<file path="src/rtl/sprite_pkg.sv">
// Shared types and sheet-layout helpers for the sprite layer renderer.
// The sheet is laid out as four direction blocks of three walk columns each.
package sprite_pkg;

  localparam int COLS_PER_DIR = 3;
  localparam int WALK_PHASES  = 4;

  typedef enum logic [1:0] {
    DIR_UP    = 2'd0,
    DIR_RIGHT = 2'd1,
    DIR_DOWN  = 2'd2,
    DIR_LEFT  = 2'd3
  } dir_t;

  typedef enum logic {
    ST_IDLE = 1'b0,
    ST_WALK = 1'b1
  } anim_state_t;

  // Walk cycle is rest, M1, rest, M2; the rest pose sits in the middle column.
  function automatic logic [1:0] phase_col(input logic [1:0] phase);
    logic [1:0] col;
    case (phase)
      2'd0:    col = 2'd1;
      2'd1:    col = 2'd0;
      2'd2:    col = 2'd1;
      default: col = 2'd2;
    endcase
    return col;
  endfunction

  function automatic logic [1:0] dir_block(input dir_t dir);
    logic [1:0] blk;
    case (dir)
      DIR_DOWN:  blk = 2'd0;
      DIR_LEFT:  blk = 2'd1;
      DIR_UP:    blk = 2'd2;
      default:   blk = 2'd3;
    endcase
    return blk;
  endfunction

endpackage

</file>
<file path="src/rtl/sprite_layer_renderer_anim_fsm.sv">
// Walk-animation controller: VS synchroniser, rising-edge detect, step divider
// and IDLE/WALK state machine. State only moves on a frame tick.
module sprite_anim_fsm
  import sprite_pkg::*;
#(
  parameter int STEP_VSYNCS = 8
) (
  input  logic       Clk,
  input  logic       Reset,
  input  logic       VS,
  input  logic       Moving,
  input  logic [1:0] Direction,
  output dir_t       anim_dir,
  output logic [1:0] anim_phase
);

  localparam int DIV_W = (STEP_VSYNCS > 1) ? $clog2(STEP_VSYNCS) : 1;
  localparam logic [DIV_W-1:0] DIV_LAST = DIV_W'(STEP_VSYNCS - 1);

  logic             vs_sync1_q, vs_sync1_d;
  logic             vs_sync2_q, vs_sync2_d;
  logic             vs_prev_q,  vs_prev_d;
  logic             frame_tick;
  anim_state_t      state_q,  state_d;
  dir_t             dir_q,    dir_d;
  logic [1:0]       phase_q,  phase_d;
  logic [DIV_W-1:0] div_q,    div_d;

  // Synchroniser resets high so a VS already high at reset release is not an edge.
  assign frame_tick = vs_sync2_q & ~vs_prev_q;

  // NOTE: every always_comb output gets a default first, so no path can infer a latch.
  always_comb begin
    vs_sync1_d = VS;
    vs_sync2_d = vs_sync1_q;
    vs_prev_d  = vs_sync2_q;
    state_d    = state_q;
    dir_d      = dir_q;
    phase_d    = phase_q;
    div_d      = div_q;
    if (frame_tick) begin
      if (!Moving) begin
        state_d = ST_IDLE;
        phase_d = '0;
        div_d   = '0;
      end else if (dir_t'(Direction) != dir_q) begin
        state_d = ST_WALK;
        dir_d   = dir_t'(Direction);
        phase_d = '0;
        div_d   = '0;
      end else begin
        state_d = ST_WALK;
        if (div_q == DIV_LAST) begin
          div_d   = '0;
          phase_d = (phase_q == 2'(WALK_PHASES - 1)) ? 2'd0 : phase_q + 2'd1;
        end else begin
          div_d = div_q + 1'b1;
        end
      end
    end
  end

  // NOTE: sequential state uses non-blocking assignments so all flops update together.
  always_ff @(posedge Clk) begin
    if (Reset) begin
      vs_sync1_q <= 1'b1;
      vs_sync2_q <= 1'b1;
      vs_prev_q  <= 1'b1;
      state_q    <= ST_IDLE;
      dir_q      <= DIR_UP;
      phase_q    <= '0;
      div_q      <= '0;
    end else begin
      vs_sync1_q <= vs_sync1_d;
      vs_sync2_q <= vs_sync2_d;
      vs_prev_q  <= vs_prev_d;
      state_q    <= state_d;
      dir_q      <= dir_d;
      phase_q    <= phase_d;
      div_q      <= div_d;
    end
  end

  assign anim_dir   = dir_q;
  assign anim_phase = phase_q;

endmodule

</file>
<file path="src/rtl/sprite_layer_renderer.sv">
// Two-layer renderer: scrolled, upscaled map with one animated sprite on top.
// Drives both RAM read addresses combinationally; output is 2 Clk behind DrawX/DrawY.
module sprite_layer_renderer
  import sprite_pkg::*;
#(
  parameter int SPR_W       = 19,
  parameter int SPR_H       = 29,
  parameter int SHEET_W     = 228,
  parameter int POS_X       = 311,
  parameter int POS_Y       = 340,
  parameter int TRANSP_IDX  = 6,
  parameter int STEP_VSYNCS = 8,
  parameter int MAP_W       = 320,
  parameter int SCALE_SHIFT = 1,
  parameter int ADDR_W      = 13,
  parameter int MAP_ADDR_W  = 17,
  parameter int IDX_W       = 6
) (
  input  logic                  Clk,
  input  logic                  Reset,
  input  logic                  VS,
  input  logic                  Moving,
  input  logic [1:0]            Direction,
  input  logic [9:0]            DrawX,
  input  logic [9:0]            DrawY,
  input  logic [10:0]           Scroll_X,
  input  logic [10:0]           Scroll_Y,
  output logic [ADDR_W-1:0]     Sheet_Addr,
  input  logic [IDX_W-1:0]      Sheet_Data,
  output logic [MAP_ADDR_W-1:0] Map_Addr,
  input  logic [IDX_W-1:0]      Map_Data,
  output logic [IDX_W-1:0]      Pix_Idx,
  output logic                  Char_Hit,
  output logic [1:0]            Anim_Dir,
  output logic [1:0]            Anim_Phase
);

  localparam logic [9:0] X_LO = 10'(POS_X);
  localparam logic [9:0] X_HI = 10'(POS_X + SPR_W - 1);
  localparam logic [9:0] Y_LO = 10'(POS_Y);
  localparam logic [9:0] Y_HI = 10'(POS_Y + SPR_H - 1);

  dir_t              anim_dir;
  logic [1:0]        anim_phase;
  logic [3:0]        col;
  logic [ADDR_W-1:0] col_off;
  logic [9:0]        rel_x, rel_y;
  logic              hit;
  logic [11:0]       sum_x, sum_y, tex_x, tex_y;

  logic              hit_s1_q,   hit_s1_d;
  logic [IDX_W-1:0]  pix_idx_q,  pix_idx_d;
  logic              char_hit_q, char_hit_d;

  sprite_anim_fsm #(
    .STEP_VSYNCS (STEP_VSYNCS)
  ) u_anim (
    .Clk        (Clk),
    .Reset      (Reset),
    .VS         (VS),
    .Moving     (Moving),
    .Direction  (Direction),
    .anim_dir   (anim_dir),
    .anim_phase (anim_phase)
  );

  assign col     = 4'(COLS_PER_DIR) * {2'b00, dir_block(anim_dir)} + {2'b00, phase_col(anim_phase)};
  assign col_off = ADDR_W'(col) * ADDR_W'(SPR_W);

  assign hit   = (DrawX >= X_LO) && (DrawX <= X_HI) && (DrawY >= Y_LO) && (DrawY <= Y_HI);
  assign rel_x = DrawX - X_LO;
  assign rel_y = DrawY - Y_LO;

  assign Sheet_Addr = hit ? (ADDR_W'(rel_y) * ADDR_W'(SHEET_W) + ADDR_W'(rel_x) + col_off)
                          : '0;

  // Map sums wrap at 12 bits; the final product wraps at the map address width.
  assign sum_x    = {2'b00, DrawX} + {1'b0, Scroll_X};
  assign sum_y    = {2'b00, DrawY} + {1'b0, Scroll_Y};
  assign tex_x    = sum_x >> SCALE_SHIFT;
  assign tex_y    = sum_y >> SCALE_SHIFT;
  assign Map_Addr = MAP_ADDR_W'(tex_y) * MAP_ADDR_W'(MAP_W) + MAP_ADDR_W'(tex_x);

  // RAM data for the stage-1 address is valid while hit_s1_q is, so compose here.
  always_comb begin
    hit_s1_d   = hit;
    char_hit_d = hit_s1_q;
    pix_idx_d  = Map_Data;
    if (hit_s1_q && (Sheet_Data != IDX_W'(TRANSP_IDX))) begin
      pix_idx_d = Sheet_Data;
    end
  end

  always_ff @(posedge Clk) begin
    if (Reset) begin
      hit_s1_q   <= 1'b0;
      pix_idx_q  <= '0;
      char_hit_q <= 1'b0;
    end else begin
      hit_s1_q   <= hit_s1_d;
      pix_idx_q  <= pix_idx_d;
      char_hit_q <= char_hit_d;
    end
  end

  assign Pix_Idx    = pix_idx_q;
  assign Char_Hit   = char_hit_q;
  assign Anim_Dir   = anim_dir;
  assign Anim_Phase = anim_phase;

endmodule

</file>
<file path="config.mk">
export PLATFORM = sky130hd
export DESIGN_NAME = sprite_layer_renderer
export DESIGN_NICKNAME = d
export VERILOG_FILES = /design/src/rtl/sprite_pkg.sv /design/src/rtl/sprite_layer_renderer_anim_fsm.sv /design/src/rtl/sprite_layer_renderer.sv
export SDC_FILE = /design/constraint.sdc
export NUM_CORES = 1
export LEC_CHECK = 0
export CORE_ASPECT_RATIO = 1.25
export CORE_MARGIN = 4
export CORE_UTILIZATION = 45
export CTS_BUF_LIST = sky130_fd_sc_hd__clkbuf_8
export CTS_CLUSTER_DIAMETER = 40
export DETAILED_ROUTE_END_ITERATION = 6
export PLACE_DENSITY_LB_ADDON = 0.2
export SETUP_SLACK_MARGIN = 0.4
export SYNTH_ARGS = -nofsm -noshare
export SYNTH_HDL_FRONTEND = slang
export SYNTH_SLANG_ARGS = --single-unit
</file>
<file path="constraint.sdc">
create_clock -name Clk -period 6.6 [get_ports Clk]
set_input_delay 1.32 -clock Clk [delete_from_list [all_inputs] [get_ports Clk]]
set_output_delay 1.32 -clock Clk [all_outputs]
set_load 0.01 [all_outputs]
</file>
==> results of run 1 <==
## worst min-delay path by stage
stage / start / endpoint / slack [ns] / cells after the start
final: u_anim.vs_sync1_q / u_anim.vs_prev_d / 0.43 / 1
after global routing: u_anim.vs_sync1_q / u_anim.vs_prev_d / 0.45 / 1
after CTS: u_anim.vs_sync1_q / u_anim.vs_prev_d / 0.44 / 1
after detailed placement: u_anim.vs_sync1_q / u_anim.vs_prev_d / 0.42 / 1
after global placement: u_anim.vs_sync1_q / u_anim.vs_prev_d / 0.42 / 1
after floorplan: u_anim.vs_sync1_q / u_anim.vs_prev_d / 0.39 / 1
## report_power, final
group / switching (mW) / total, mW / internal, mW
Clock: 0.0381 / 0.0911 / 0.0530
Combinational: 1.06 / 2.34 / 1.27
Sequential: 0.00113 / 0.113 / 0.112
## final cells by class
cell class	instances	share of cell area
diodes	2	0.0006824
clock buffers	4	0.007506
inverters	94	0.04947
multi-input cells	423	0.5763
flip-flops and latches	18	0.04964
well taps	126	0.02149
repair buffers	257	0.2950
## through the flow
stage | utilization | total power, mW | hold WS [ns]
global route | 0.7673 | 2.774 | 0.4490
CTS | 0.7325 | 2.304 | 0.4414
floorplan | - | 1.290 | 0.3895
detailed placement | 0.6885 | 2.077 | 0.4249
global placement | 0.6885 | 2.006 | 0.4170
finish | 0.7673 | 2.542 | 0.4307
## flip-flops by register name, indices dropped and copies added, names as in the netlist
name / count
u_anim.div_q: 3
u_anim.vs_prev_q: 1
u_anim.anim_dir: 2
char_hit_d: 1
Char_Hit: 1
Pix_Idx: 6
u_anim.vs_sync1_q: 1
u_anim.anim_phase: 2
u_anim.vs_prev_d: 1
## metal layers
metal | track usage | share of wire | up-vias
li1 | - | - | 2328
met5 | 0 | 0 | -
met2 | 0.4484 | 0.57 | 132
met3 | 0.03246 | 0.057 | 43
met1 | 0.2088 | 0.33 | 2232
met4 | 0.08246 | 0.039 | 0
## timing repair
| action | in CTS | in global routing |
|---|---|---|
| resized for setup | 140 | 60 |
| setup endpoints to repair | 18 | 17 |
| pin swaps | 43 | 49 |
| buffers inserted | 26 | 11 |
## kinds of logic after synthesis
family,share of synthesized area
and+or+nand+nor,0.1393
xor gates and xnor gates,0.1376
muxes,0.002279
DFF,0.08205
AOI/OAI and AO/OA,0.1570
buffers and inverters,0.08291
adders and majority gates,0.3989
## layout by cell type, fill, tap and decap left out, types with 7 or more instances in the layout
cell and n:
inv_1 77, nand2_1 24, nand3_1 8, a21o_1 13
buf_6 13, buf_2 12, ha_4 22, inv_2 15
ha_1 76, dfxtp_1 15, o21ai_0 9, buf_4 145
a21oi_1 24, xor2_1 16, dlygate4sd2_1 11, fa_1 23
xnor2_1 35, a21oi_2 8, nor3_1 7, clkdlybuf4s50_1 67
xnor2_2 8, nor2_1 46
==> metrics.yaml, run 1 <==
floorplanning:
  die_h_um: 118.5
  dieArea_mm2: 0.01141
  initial_core_util: 0.4594
  core_mm2: 0.009559
  ioPinCount: 101
  die_w_um: 96.36
  placementRows: 40
layout:
  num-fill-cells: 631
  final_cell_count_no_fill: 924
  fin_nets: 982
  seq_area_um2: 364.1
  area_delta_synth_final_pct: 67.01
  layout-drive-gt1-share: 0.3631
  fin_area_mm2: 0.007335
  multi_input_area_mm2: 0.004227
routing:
  via_per_inst: 5.124
  drtAntennaViolNets: 0
  drt-initial-drc-count: 122
  vias: 4735
  drc: 0
  wirelength_mm: 13.29
  first_pass_iters: 4
  wl_per_cell_um: 14.38
place:
  dp_hpwl_mm: 10.21
  dp.cells: 881
  place.port_buffers: 100
  place_area_mm2: 0.006581
  place_ws_ns: -1.019
  place_congestion: 0.8608
setup_path:
  endpoint: "Sheet_Addr[11]"
  reg2reg_to: "u_anim.anim_phase[0]"
  critPathKind: "in2out"
  required_ns: 5.28
  start_kind: "input pin"
  cp-startpoint: "DrawY[0]"
  worstPathArrival_ns: 5.46
  worstSetupPathDepth: 20
  r2r-start: "u_anim.vs_prev_d"
  critPathSlowestCell: "fa_1"
  cp_cell_sequence: "buf_8 -> fa_1 -> inv_2 -> fa_1 -> inv_2 -> ha_4 -> ha_4 -> inv_2 -> fa_1 -> inv_2 -> ha_4 -> inv_2 -> fa_1 -> inv_2 -> ha_4 -> a2111o_1 -> a41oi_2 -> xor2_1 -> nor2_1 -> buf_2"
  crit_buf_inv: 8
  worst-r2r-setup-slack_ns: 4.84
  end_kind: "output port"
  crit_family: "adder cells"
  critical_path.max_stage_delay_ns: 0.55
  path_max_fanout: 4
  reg2regPathDepth: 6
  crit_top_cell: "inv_2"
global_routing:
  track_usage: 0.2205
  grt_start_max_net_pins: 19
  grt_pass1_vias: 5055
  grt-ovfl-total: 0
  grt_pass1_wl_mm: 20.85
  grt_antenna_before_repair: 2
sta:
  fin_skew_ns: 0.001270
  relSlewSlack: 0.5214
  period_needed_ns: 6.782
  hold_viol: 0
  rsz0062_at_grt: "true"
  tightest_slew_ns: 0.7158
  drv_slew: 0
  setup_viol: 4
  tns_ns: -0.5982
  max_freq_ghz: 0.1475
  finalCritPeriodShare: 1.028
  setup_ws_ns: -0.1818
synth:
  ys_types: 54
  synthFlopType: "dfxtp_1"
  ys_seq_area_frac: 0.08205
  syn-num-nets: 723
  synthTopCellsByArea: "ha_1, fa_1, dfxtp_1"
  yosysWarnings: 0
  synth_top_area_share: 0.2849
  async_flop_share: 0
  netlist_instances: 538
  ys_top_cells_by_count: "ha_1, inv_1, nor2_1"
  syn-cell-area_mm2: 0.004392
  ys_seq_elements: 18
  yosysTopAreaCell: "ha_1"
  yosysMostFrequentCell: "ha_1"
  synth_edf_count: 0
  avgSynthCellArea_um2: 8.163
cts:
  clk_pin_slew_ns: 0.07
  cts-root-buf: "clkbuf_8"
  numCtsBuffers: 3
  hold_buffers: 0
  clock-sinks: 18
  htree_levels: 1
  clockBufferDepth: 2
  cts_tree: "yes"
  clkLatencyLatePin_ns: 0.25
pwr:
  p_per_area_mw_per_mm2: 346.6
  ir_drop_v: 0.0003401
  p_leak_nw: 3.646
outcome:
  violations: "setup timing"
  status: "finished with violations"
min_path:
  hp-class: "reg2reg"
flow_run:
  max-cap-violations: 0
(Power assumes the default switching activity.)
==> run 2: changes to the inputs <==
==> constraint.sdc (replaced) <==
create_clock -name Clk -period 8.3 [get_ports Clk]
set_input_delay 1.66 -clock Clk [delete_from_list [all_inputs] [get_ports Clk]]
set_output_delay 1.66 -clock Clk [all_outputs]
set_load 0.01 [all_outputs]
==> metrics.yaml, run 2 (synthesis gave the netlist of run 1 again) <==
routing:
  drc: 0  # unchanged
  drtAntennaViolNets: 0  # unchanged
  wirelength_mm: 10.73  # was 13.29 mm
  drt-initial-drc-count: 74  # was 122
  wl_per_cell_um: 13.29  # was 14.38 µm
  vias: 4080  # was 4735
  first_pass_iters: 6  # was 4
  via_per_inst: 5.056  # was 5.124
min_path:
  min_path_cells: 1  # unchanged
  hp-class: "reg2reg"  # unchanged
  min_from: "u_anim.vs_sync1_q"  # unchanged
  whs_endpoint: "u_anim.vs_prev_d"  # unchanged
cts:
  clk_pin_slew_ns: 0.07  # about the same
  cts_tree: "yes"  # unchanged
  clock-sinks: 18  # unchanged
  htree_levels: 1  # unchanged
  numCtsBuffers: 3  # unchanged
  cts-root-buf: "clkbuf_8"  # unchanged
  clkLatencyLatePin_ns: 0.26  # was 0.25 ns
  clockBufferDepth: 2  # unchanged
pwr:
  p_per_area_mw_per_mm2: 249.8  # was 346.6 mW/mm²
  p_seq_frac: 0.060  # was 0.044
  p_leak_nw: 2.992  # was 3.646 nW
  report.power.total_mw: 1.503  # was 2.542 mW
  p_sw_mw: 0.6828  # was 1.104 mW
  ir_drop_v: 0.0001840  # was 0.0003401 V
  combPwrFrac: 0.892  # was 0.920
  internal_power_mw: 0.8205  # was 1.439 mW
  pwr-share-clk: 0.048  # was 0.036
  netSwitchingFraction: 0.4542  # was 0.4342
sta:
  max_freq_ghz: 0.1312
  tightest_slew_ns: 0.6290  # was 0.7158 ns
  fin_skew_ns: 0.002027  # was 0.001270 ns
  relSlewSlack: 0.5794  # was 0.5214
  period_needed_ns: 7.623
  finalCritPeriodShare: 0.9184
  drv_slew: 0  # unchanged
  fin_hold_ws_ns: 0.4192  # was 0.4307 ns
  hold_viol: 0  # unchanged
  setup_viol: 0  # was 4
  rsz0062_at_grt: "false"  # was true
layout:
  area_delta_synth_final_pct: 37.04  # was 67.01%
  layout_commonest_cell: "ha_1"  # was buf_4
  layout-drive-gt1-share: 0.1351  # was 0.3631
  fin_nets: 867  # was 982
  num_antenna_cells: 0  # was 2
  largest_reg_flops: 6  # unchanged
  final_cell_mix: "ha_1, inv_1, clkdlybuf4s50_1, nor2_1, buf_4"  # was buf_4, inv_1, ha_1, clkdlybuf4s50_1, nor2_1
floorplanning:
  core_mm2: 0.009559  # unchanged
  die_w_um: 96.36  # unchanged
  dieArea_mm2: 0.01141  # unchanged
  ioPinCount: 101  # unchanged
  die_h_um: 118.5  # unchanged
  placementRows: 40  # unchanged
  initial_core_util: 0.4594  # unchanged
place:
  place_congestion: 0.8860  # was 0.8608
  place.port_buffers: 100  # unchanged
  dp_hpwl_mm: 9.150  # was 10.21 mm
flow_run:
  max-cap-violations: 0  # unchanged
setup_path:
  cp_cell_sequence: "clkdlybuf4s50_1 -> ha_1 -> a21oi_1 -> xor2_1 -> fa_1 -> inv_1 -> ha_1 -> inv_1 -> fa_1 -> inv_1 -> ha_1 -> a21oi_1 -> o21bai_1 -> a2111o_1 -> a41oi_2 -> xor2_1 -> nor2_1 -> buf_2"  # was buf_8 -> fa_1 -> inv_2 -> fa_1 -> inv_2 -> ha_4 -> ha_4 -> inv_2 -> fa_1 -> inv_2 -> ha_4 -> inv_2 -> fa_1 -> inv_2 -> ha_4 -> a2111o_1 -> a41oi_2 -> xor2_1 -> nor2_1 -> buf_2
  end_kind: "output port"  # unchanged
  r2r-start: "u_anim.vs_prev_d"  # unchanged
  path_max_fanout: 4  # unchanged
  reg2reg_to: "u_anim.anim_phase[0]"  # unchanged
  worst-r2r-setup-slack_ns: 6.53  # was 4.84 ns
  worstPathArrival_ns: 5.96  # was 5.46 ns
  start_kind: "input pin"  # unchanged
  reg2regPathDepth: 6  # unchanged
  critPathKind: "in2out"  # unchanged
  critical_path.max_stage_delay_ns: 0.53  # was 0.55 ns
  required_ns: 6.64  # was 5.28 ns
  critPathSlowestCell: "fa_1"  # unchanged
global_routing:
  grt-ovfl-total: 0  # unchanged
  grt_start_max_net_pins: 19  # unchanged
  grt_pass1_vias: 4342  # was 5055
  grt_antenna_before_repair: 0  # was 2
  grt_pass1_wl_mm: 18.31  # was 20.85 mm
  track_usage: 0.1922  # was 0.2205
outcome:
  status: "finished clean"  # was finished with violations
-- run 2: cell types whose count changed in the layout (fill, tap and decap cells not counted), sizes merged --
cell / before / now
clkdlybuf4s50: 67 / 87
dlymetal6s2s: 2 / 1
clkbuf: 6 / 8
buf: 173 / 45
clkdlybuf4s15: 2 / 1
diode: 2 / 0
dlygate4sd2: 11 / 4
-- run 2: final cells by class --
class,instances,area (µm²)
well taps,126,157.7
repair buffers,142,1282
clock buffers,4,55.05
inverters,94,352.8
fillers,844,3541
multi-input cells,423,3810
flip-flops and latches,18,360.3
-- run 2: power by group through the flow --
stage / logic (mW) / clock network, mW / registers [mW]
3_3_place_gp: 1.22 / 0 / 0.0916
4_1_cts: 1.30 / 0.0725 / 0.0898
6_report: 1.34 / 0.0720 / 0.0898
5_1_grt: 1.50 / 0.0764 / 0.0900
2_1_floorplan: 0.834 / 0 / 0.0925
3_5_place_dp: 1.25 / 0 / 0.0918
-- run 2: worst max-delay path by stage --
stage	start	endpoint	slack (ns)
2_1_floorplan	DrawY[2]	Sheet_Addr[11]	0.71
3_3_place_gp	DrawY[3]	Sheet_Addr[12]	-0.24
3_5_place_dp	DrawY[3]	Sheet_Addr[12]	-0.32
4_1_cts	DrawY[3]	Sheet_Addr[11]	0.42
5_1_grt	DrawX[1]	Sheet_Addr[11]	0.37
6_report	DrawX[1]	Sheet_Addr[11]	0.68
-- run 2: per-layer routing --
layer / vias up / global-route usage / share of wire
met5: - / 0 / 0
met4: 0 / 0.04474 / 0.020
met3: 15 / 0.02928 / 0.054
met2: 80 / 0.3762 / 0.54
met1: 1894 / 0.2068 / 0.39
li1: 2091 / - / -
-- run 2: metrics by stage --
| stage | utilization | worst slack (ns) | instances | instance area (µm²) | setup TNS (ns) |
|---|---|---|---|---|---|
| after floorplan | - | 0.7069 | 538 | 4392 | 0 |
| after global placement | 0.6046 | -0.2354 | 793 | 5779 | -0.7037 |
| after detailed placement | 0.6046 | -0.3223 | 793 | 5779 | -1.046 |
| after CTS | 0.6178 | 0.4181 | 803 | 5906 | 0 |
| after global routing | 0.6296 | 0.3750 | 807 | 6018 | 0 |
| final | 0.6296 | 0.6772 | 807 | 6018 | 0 |
-- run 2: critical path: cells and delay by family --
family / cells / cell delay [ns]
fa+ha+maj: 5 / 1.86
xor+xnor: 2 / 0.32
simple gates: 1 / 0.05
compound gates: 5 / 1.31
buf+inv: 5 / 0.76
-- run 2: timing repair --
action | CTS | global route
endpoints found under the setup margin | 8 | 8
hold buffers | 0 | 0
buffers inserted | 6 | 4
resized for setup | 35 | 32
gates cloned | 0 | 0
pin swaps | 8 | 18
